### src/rtl/btb_update_ctrl.sv
// btb_update_ctrl
// Schedules all writes to the branch target buffer's single write port.
// Branch resolutions from EX and single-entry invalidations are queued in an
// in-order FIFO and retired at most one per cycle when the BTB port is free.
// A full clear first drains the FIFO, then walks every index with an
// invalidate write.
//
// Ports:
//   clk, rst        clock, synchronous active-high reset
//   ex_*            EX branch resolution (valid/ready, pc, target, taken)
//   inv_*           single-entry invalidate request (valid/ready, pc)
//   clr_req         request a full BTB clear (ignored while clr_busy)
//   clr_busy        clear sequence in progress (drain or walk)
//   clr_done        one-cycle pulse alongside the final clear write
//   btb_ready       BTB write port available this cycle
//   btb_we          registered write strobe
//   btb_wvalid      valid bit written (1 install, 0 invalidate)
//   btb_pc          write PC (index and tag source)
//   btb_target      write target
//   pend_cnt        FIFO occupancy
module btb_update_ctrl #(
   parameter int BTB_SIZE   = 64,
   parameter int BTB_WIDTH  = 6,
   parameter int FIFO_DEPTH = 4,
   parameter int ADDR_WIDTH = 32
) (
   input  logic                            clk,
   input  logic                            rst,
   input  logic                            ex_valid,
   input  logic [ADDR_WIDTH-1:0]           ex_pc,
   input  logic [ADDR_WIDTH-1:0]           ex_target,
   input  logic                            ex_taken,
   output logic                            ex_ready,
   input  logic                            inv_valid,
   input  logic [ADDR_WIDTH-1:0]           inv_pc,
   output logic                            inv_ready,
   input  logic                            clr_req,
   output logic                            clr_busy,
   output logic                            clr_done,
   input  logic                            btb_ready,
   output logic                            btb_we,
   output logic                            btb_wvalid,
   output logic [ADDR_WIDTH-1:0]           btb_pc,
   output logic [ADDR_WIDTH-1:0]           btb_target,
   output logic [$clog2(FIFO_DEPTH):0]     pend_cnt
);

   localparam int PTR_W = $clog2(FIFO_DEPTH);
   localparam int CNT_W = PTR_W + 1;

   typedef enum logic [1:0] {
      S_IDLE,
      S_DRAIN,
      S_CLEAR
   } state_t;

   state_t                 state;

   // FIFO storage: one entry = {pc, target, wvalid}
   logic [ADDR_WIDTH-1:0]  mem_pc  [FIFO_DEPTH];
   logic [ADDR_WIDTH-1:0]  mem_tgt [FIFO_DEPTH];
   logic                   mem_wv  [FIFO_DEPTH];
   logic [PTR_W-1:0]       wr_ptr;
   logic [PTR_W-1:0]       rd_ptr;
   logic [CNT_W-1:0]       cnt;

   logic [BTB_WIDTH-1:0]   clr_idx;

   logic                   full;
   logic                   empty;
   logic                   push_ex;
   logic                   push_inv;
   logic                   push;
   logic                   pop;
   logic [ADDR_WIDTH-1:0]  push_pc;
   logic [ADDR_WIDTH-1:0]  push_tgt;
   logic                   push_wv;
   logic [ADDR_WIDTH-1:0]  clr_pc;

   assign full     = (cnt == CNT_W'(FIFO_DEPTH));
   assign empty    = (cnt == '0);

   // Readies are held low while in reset so they first rise the cycle after
   // rst deasserts. No full bypass: a pop in the same cycle does not reopen.
   assign ex_ready  = !rst && (state == S_IDLE) && !full;
   assign inv_ready = !rst && (state == S_IDLE) && !full && !ex_valid;

   assign push_ex  = ex_valid && ex_ready;
   assign push_inv = inv_valid && inv_ready;
   assign push     = push_ex || push_inv;
   assign pop      = ((state == S_IDLE) || (state == S_DRAIN)) && !empty && btb_ready;

   assign clr_busy = (state != S_IDLE);
   assign pend_cnt = cnt;

   always_comb begin
      push_pc  = inv_pc;
      push_tgt = '0;
      push_wv  = 1'b0;
      if (push_ex) begin
         push_pc  = ex_pc;
         push_tgt = ex_target;
         push_wv  = ex_taken;
      end
   end

   // Clear walk address: index placed at pc[BTB_WIDTH+1:2], other bits zero
   always_comb begin
      clr_pc = '0;
      clr_pc[BTB_WIDTH+1:2] = clr_idx;
   end

   // FIFO data array carries no reset; occupancy is tracked by cnt
   always_ff @(posedge clk) begin
      if (push) begin
         mem_pc[wr_ptr]  <= push_pc;
         mem_tgt[wr_ptr] <= push_tgt;
         mem_wv[wr_ptr]  <= push_wv;
      end
   end

   always_ff @(posedge clk) begin
      if (rst) begin
         wr_ptr <= '0;
         rd_ptr <= '0;
         cnt    <= '0;
      end else begin
         if (push) wr_ptr <= wr_ptr + 1'b1;
         if (pop)  rd_ptr <= rd_ptr + 1'b1;
         case ({push, pop})
            2'b10:   cnt <= cnt + 1'b1;
            2'b01:   cnt <= cnt - 1'b1;
            default: cnt <= cnt;
         endcase
      end
   end

   // Control FSM with registered BTB write outputs
   always_ff @(posedge clk) begin
      if (rst) begin
         state      <= S_IDLE;
         clr_idx    <= '0;
         clr_done   <= 1'b0;
         btb_we     <= 1'b0;
         btb_wvalid <= 1'b0;
         btb_pc     <= '0;
         btb_target <= '0;
      end else begin
         btb_we   <= 1'b0;
         clr_done <= 1'b0;

         if (pop) begin
            btb_we     <= 1'b1;
            btb_wvalid <= mem_wv[rd_ptr];
            btb_pc     <= mem_pc[rd_ptr];
            btb_target <= mem_tgt[rd_ptr];
         end

         case (state)
            S_IDLE: begin
               if (clr_req) state <= S_DRAIN;
            end
            S_DRAIN: begin
               if (empty) begin
                  state   <= S_CLEAR;
                  clr_idx <= '0;
               end
            end
            S_CLEAR: begin
               if (btb_ready) begin
                  btb_we     <= 1'b1;
                  btb_wvalid <= 1'b0;
                  btb_pc     <= clr_pc;
                  btb_target <= '0;
                  clr_idx    <= clr_idx + 1'b1;
                  if (clr_idx == BTB_WIDTH'(BTB_SIZE - 1)) begin
                     state    <= S_IDLE;
                     clr_done <= 1'b1;
                  end
               end
            end
            default: state <= S_IDLE;
         endcase
      end
   end

endmodule

### config.mk
export PLATFORM = sky130hd
export DESIGN_NAME = btb_update_ctrl
export DESIGN_NICKNAME = d
export VERILOG_FILES = /design/src/rtl/btb_update_ctrl.sv
export SDC_FILE = /design/constraint.sdc
export NUM_CORES = 1
export LEC_CHECK = 0
export CELL_PAD_IN_SITES_DETAIL_PLACEMENT = 1
export CELL_PAD_IN_SITES_GLOBAL_PLACEMENT = 1
export CORE_UTILIZATION = 42
export DETAILED_ROUTE_END_ITERATION = 7
export PLACE_DENSITY_LB_ADDON = 0.1
export SETUP_SLACK_MARGIN = 0.5
export SYNTH_ARGS = -nofsm -noshare
export SYNTH_HDL_FRONTEND = slang
export SYNTH_SLANG_ARGS = --single-unit
### constraint.sdc
create_clock -name clk -period 3.7 [get_ports clk]
set_clock_uncertainty 0.2 [all_clocks]
set_input_delay 0.74 -clock clk [delete_from_list [all_inputs] [get_ports clk]]
set_output_delay 0.74 -clock clk [all_outputs]
set_load 0.02 [all_outputs]
==> flow_summary.json <==
{
  "status": "complete, but fails checks",
  "violations": "DRC",
  "synth_area_per_cell_um2": 17.6,
  "die_h_um": 180,
  "htree_levels": 2,
  "reg2reg_from": "pend_cnt[0]$_SDFFE_PP0P_",
  "hold_class": "reg -> reg",
  "crit_required_ns": 2.76,
  "first_pass_iters": 6,
  "r2r_end": "pend_cnt[2]$_SDFFE_PP0P_",
  "cts.path.max_buffers": 3,
  "ys.flop_type": "edfxtp_1",
  "drive_above_1_share_pct": 19.2,
  "synth_cells": 756,
  "cts_tree": "done",
  "yosys.area_share.simple_pct": 6.04,
  "hold_buffers": 0,
  "layout_worst_path_cycle_share_pct": 79.6,
  "crit_type": "in -> out",
  "ir_worst_vdd_mv": 0.374,
  "dieArea_um2": 32400,
  "grt_antenna_before_repair": 1,
  "critPathMaxFanout": 4,
  "coreArea_um2": 30800,
  "track_usage_pct": 20.4,
  "max_slew_margin_pct": 44.7,
  "overflow": 0,
  "finalPower_mw": 11.8,
  "tns_ns": 0,
  "hold_violations": 0,
  "synth_top_family_by_area": "multiplexers",
  "yosysSeqAreaShare_pct": 71.4,
  "seqCellArea_um2": 9500,
  "wire_per_inst_um": 23.6,
  "grt_max_degree": 74,
  "synth_mux_area_share_pct": 13.9,
  "post-place-cells": 1307,
  "powerDensity_nw_per_um2": 696,
  "cts_inserted_buffers": 37,
  "leakage_nw": 5.51,
  "final_cells": 1375,
  "nets": 1060,
  "synth-seq-cells": 344,
  "min_period_ns": 2.95,
  "grt_pass1_vias": 8417,
  "grt_pass1_wl_mm": 50.2,
  "drt-initial-drc-count": 499,
  "clk_latency_ns": 0.52,
  "synth_fp_nets": 866,
  "synthAdderAreaFrac_pct": 0.716,
  "vias": 7632,
  "portBuffers": 175,
  "rrSetupSlack_ns": 1.05,
  "cts.clk_slew.worst_paths_ns": 0.06,
  "ant_nets": 0,
  "rsz0062_at_grt": "false",
  "place.gp.congestion": 0.809,
  "synth-edff-count": 260,
  "finalMaxSlewViolations": 0,
  "worstPathArrival_ns": 2.01,
  "syn_to_final_growth_pct": 27.5,
  "multi_input_area_um2": 3540,
  "synthesis.area_um2": 13300,
  "vias_per_cell": 5.55,
  "placed_area_um2": 15700,
  "std_cell_rows": 64,
  "endpoint": "inv_ready",
  "setup_slack_ns": 0.755,
  "async_flop_share_pct": 0,
  "cts.sinks": 344,
  "maxCapViolCount": 0,
  "synth_cell_types": 47,
  "max_freq_mhz": 340,
  "setup_viol": 0,
  "fillers": 2831,
  "ff2ff_path_depth": 9,
  "synth-xor-area-share_pct": 0.198,
  "dp_hpwl_mm": 20.5,
  "ys_warn_count": 0,
  "clockRootBuffer": "clkbuf_16",
  "pin_count": 176,
  "synth_compound_area_share_pct": 5.63,
  "start_kind": "input port",
  "final_area_um2": 16900,
  "worst_pin_slew_ns": 0.830,
  "die_w_um": 180,
  "num_antenna_cells": 0,
  "place_ws_ns": 0.411,
  "wl_mm": 32.4,
  "crit_start": "rst",
  "start_util_pct": 43.1,
  "drc": 10,
  "endpoint_kind": "output pin"
}
-- worst max-delay path, stage by stage --
cell and delay, ns:
clkdlybuf4s50_1 0.41, or3_4 0.37, nor3_1 0.13, dlygate4sd2_1 0.35
-- layer usage --
layer	wire length [um]	part of all wire [%]	track usage (%)	up-vias
met2	16300	50	35.1	233
met5	0	0	0	-
li1	-	-	-	3411
met1	13900	43	26.8	3944
met4	584	1.8	5.38	0
met3	1650	5.1	3.28	44
-- logic make-up (layout without fill, tap and decap cells) --
kind of cell | after synthesis | count (layout)
compound gates | 95 | 95
xor+xnor | 3 | 3
fa+ha+maj | 7 | 7
buf+inv | 65 | 288
flops | 344 | 344
mux | 99 | 99
simple gates | 143 | 143
-- flip-flops by register name (all words and copies together), names as in the netlist, named ones only --
signal      flops
btb_pc         32
btb_target     32
btb_we          1
btb_wvalid      1
clr_done        1
clr_idx         6
mem_pc        128
mem_tgt       128
mem_wv          4
pend_cnt        3
rd_ptr          2
state           2
wr_ptr          2
-- worst min-delay path by stage --
stage | startpoint | end | slack (ns) | depth (start not counted)
2_1_floorplan | rd_ptr[1]$_SDFFE_PP0N_ | flip-flop | 0.25 | 2
3_3_place_gp | rd_ptr[1]$_SDFFE_PP0N_ | flip-flop | 0.26 | 2
3_5_place_dp | rd_ptr[1]$_SDFFE_PP0N_ | flip-flop | 0.28 | 2
4_1_cts | btb_pc[8]$_SDFF_PP0_ | btb_pc[8]$_SDFF_PP0_ | 0.29 | 2
5_1_grt | btb_pc[8]$_SDFF_PP0_ | btb_pc[8]$_SDFF_PP0_ | 0.31 | 2
6_report | btb_pc[8]$_SDFF_PP0_ | btb_pc[8]$_SDFF_PP0_ | 0.29 | 2
-- cells in the final DEF, fill, tap and decap left out, types with 5 or more instances in the layout --
cell type	count
buf_12	8
inv_1	9
dfxtp_1	82
clkdlybuf4s50_1	173
buf_4	26
a21oi_1	12
o2bb2ai_1	59
or3_1	5
nor2_1	12
ha_1	6
mux2_2	16
mux2_1	17
mux4_2	65
nand3_1	67
clkbuf_16	39
o21ai_0	8
clkbuf_1	6
edfxtp_1	260
and2_1	33
clkinv_2	5
nand2_1	5
-- power breakdown --
group / switching (mW) / total, mW / internal, mW
clock network: 1.49 / 3.79 / 2.30
logic: 1.49 / 2.79 / 1.30
registers: 0.348 / 5.21 / 4.86
-- what timing repair did --
action,4_1_cts,5_1_grt
endpoints found under the setup margin,1,1
setup buffers,0,0
gates resized for setup,1,1
-- per-stage QoR --
| step | hold WS, ns | utilization [%] |
|---|---|---|
| after CTS | 0.291 | 55.0 |
| after floorplan | 0.255 | - |
| after detailed placement | 0.279 | 50.9 |
| final | 0.288 | 55.0 |
| after global placement | 0.258 | 50.9 |
| after global routing | 0.311 | 55.0 |
-- area by class of cell --
| class | instances | share of cell area [%] |
|---|---|---|
| sequential | 344 | 56.0 |
| multi-input combinational | 347 | 20.9 |
| timing repair buffer | 209 | 12.4 |
| clock buffer | 49 | 6.22 |
| tap | 396 | 2.92 |
| clock inverter | 19 | 1.26 |
| inverter | 11 | 0.244 |
-- synth_stat cells, drive strengths merged (3+ instances only) --
cell     number  share of area, %
a21oi        12              0.45
a311oi        4              0.26
and2         37               1.7
buf          18              0.76
clkbuf       36               1.0
dfxtp        84                13
edfxtp      260                59
ha            6              0.56
inv          10              0.28
mux2         33               2.8
mux4         65                11
nand2         5              0.14
nand3        67               2.5
nor2         12              0.34
nor3          4              0.23
o21ai         8              0.30
o2bb2ai      59               3.9
o31ai         3              0.17
or3           6              0.32
xor2          3              0.20
No activity file was read; power rests on OpenSTA's default activity.
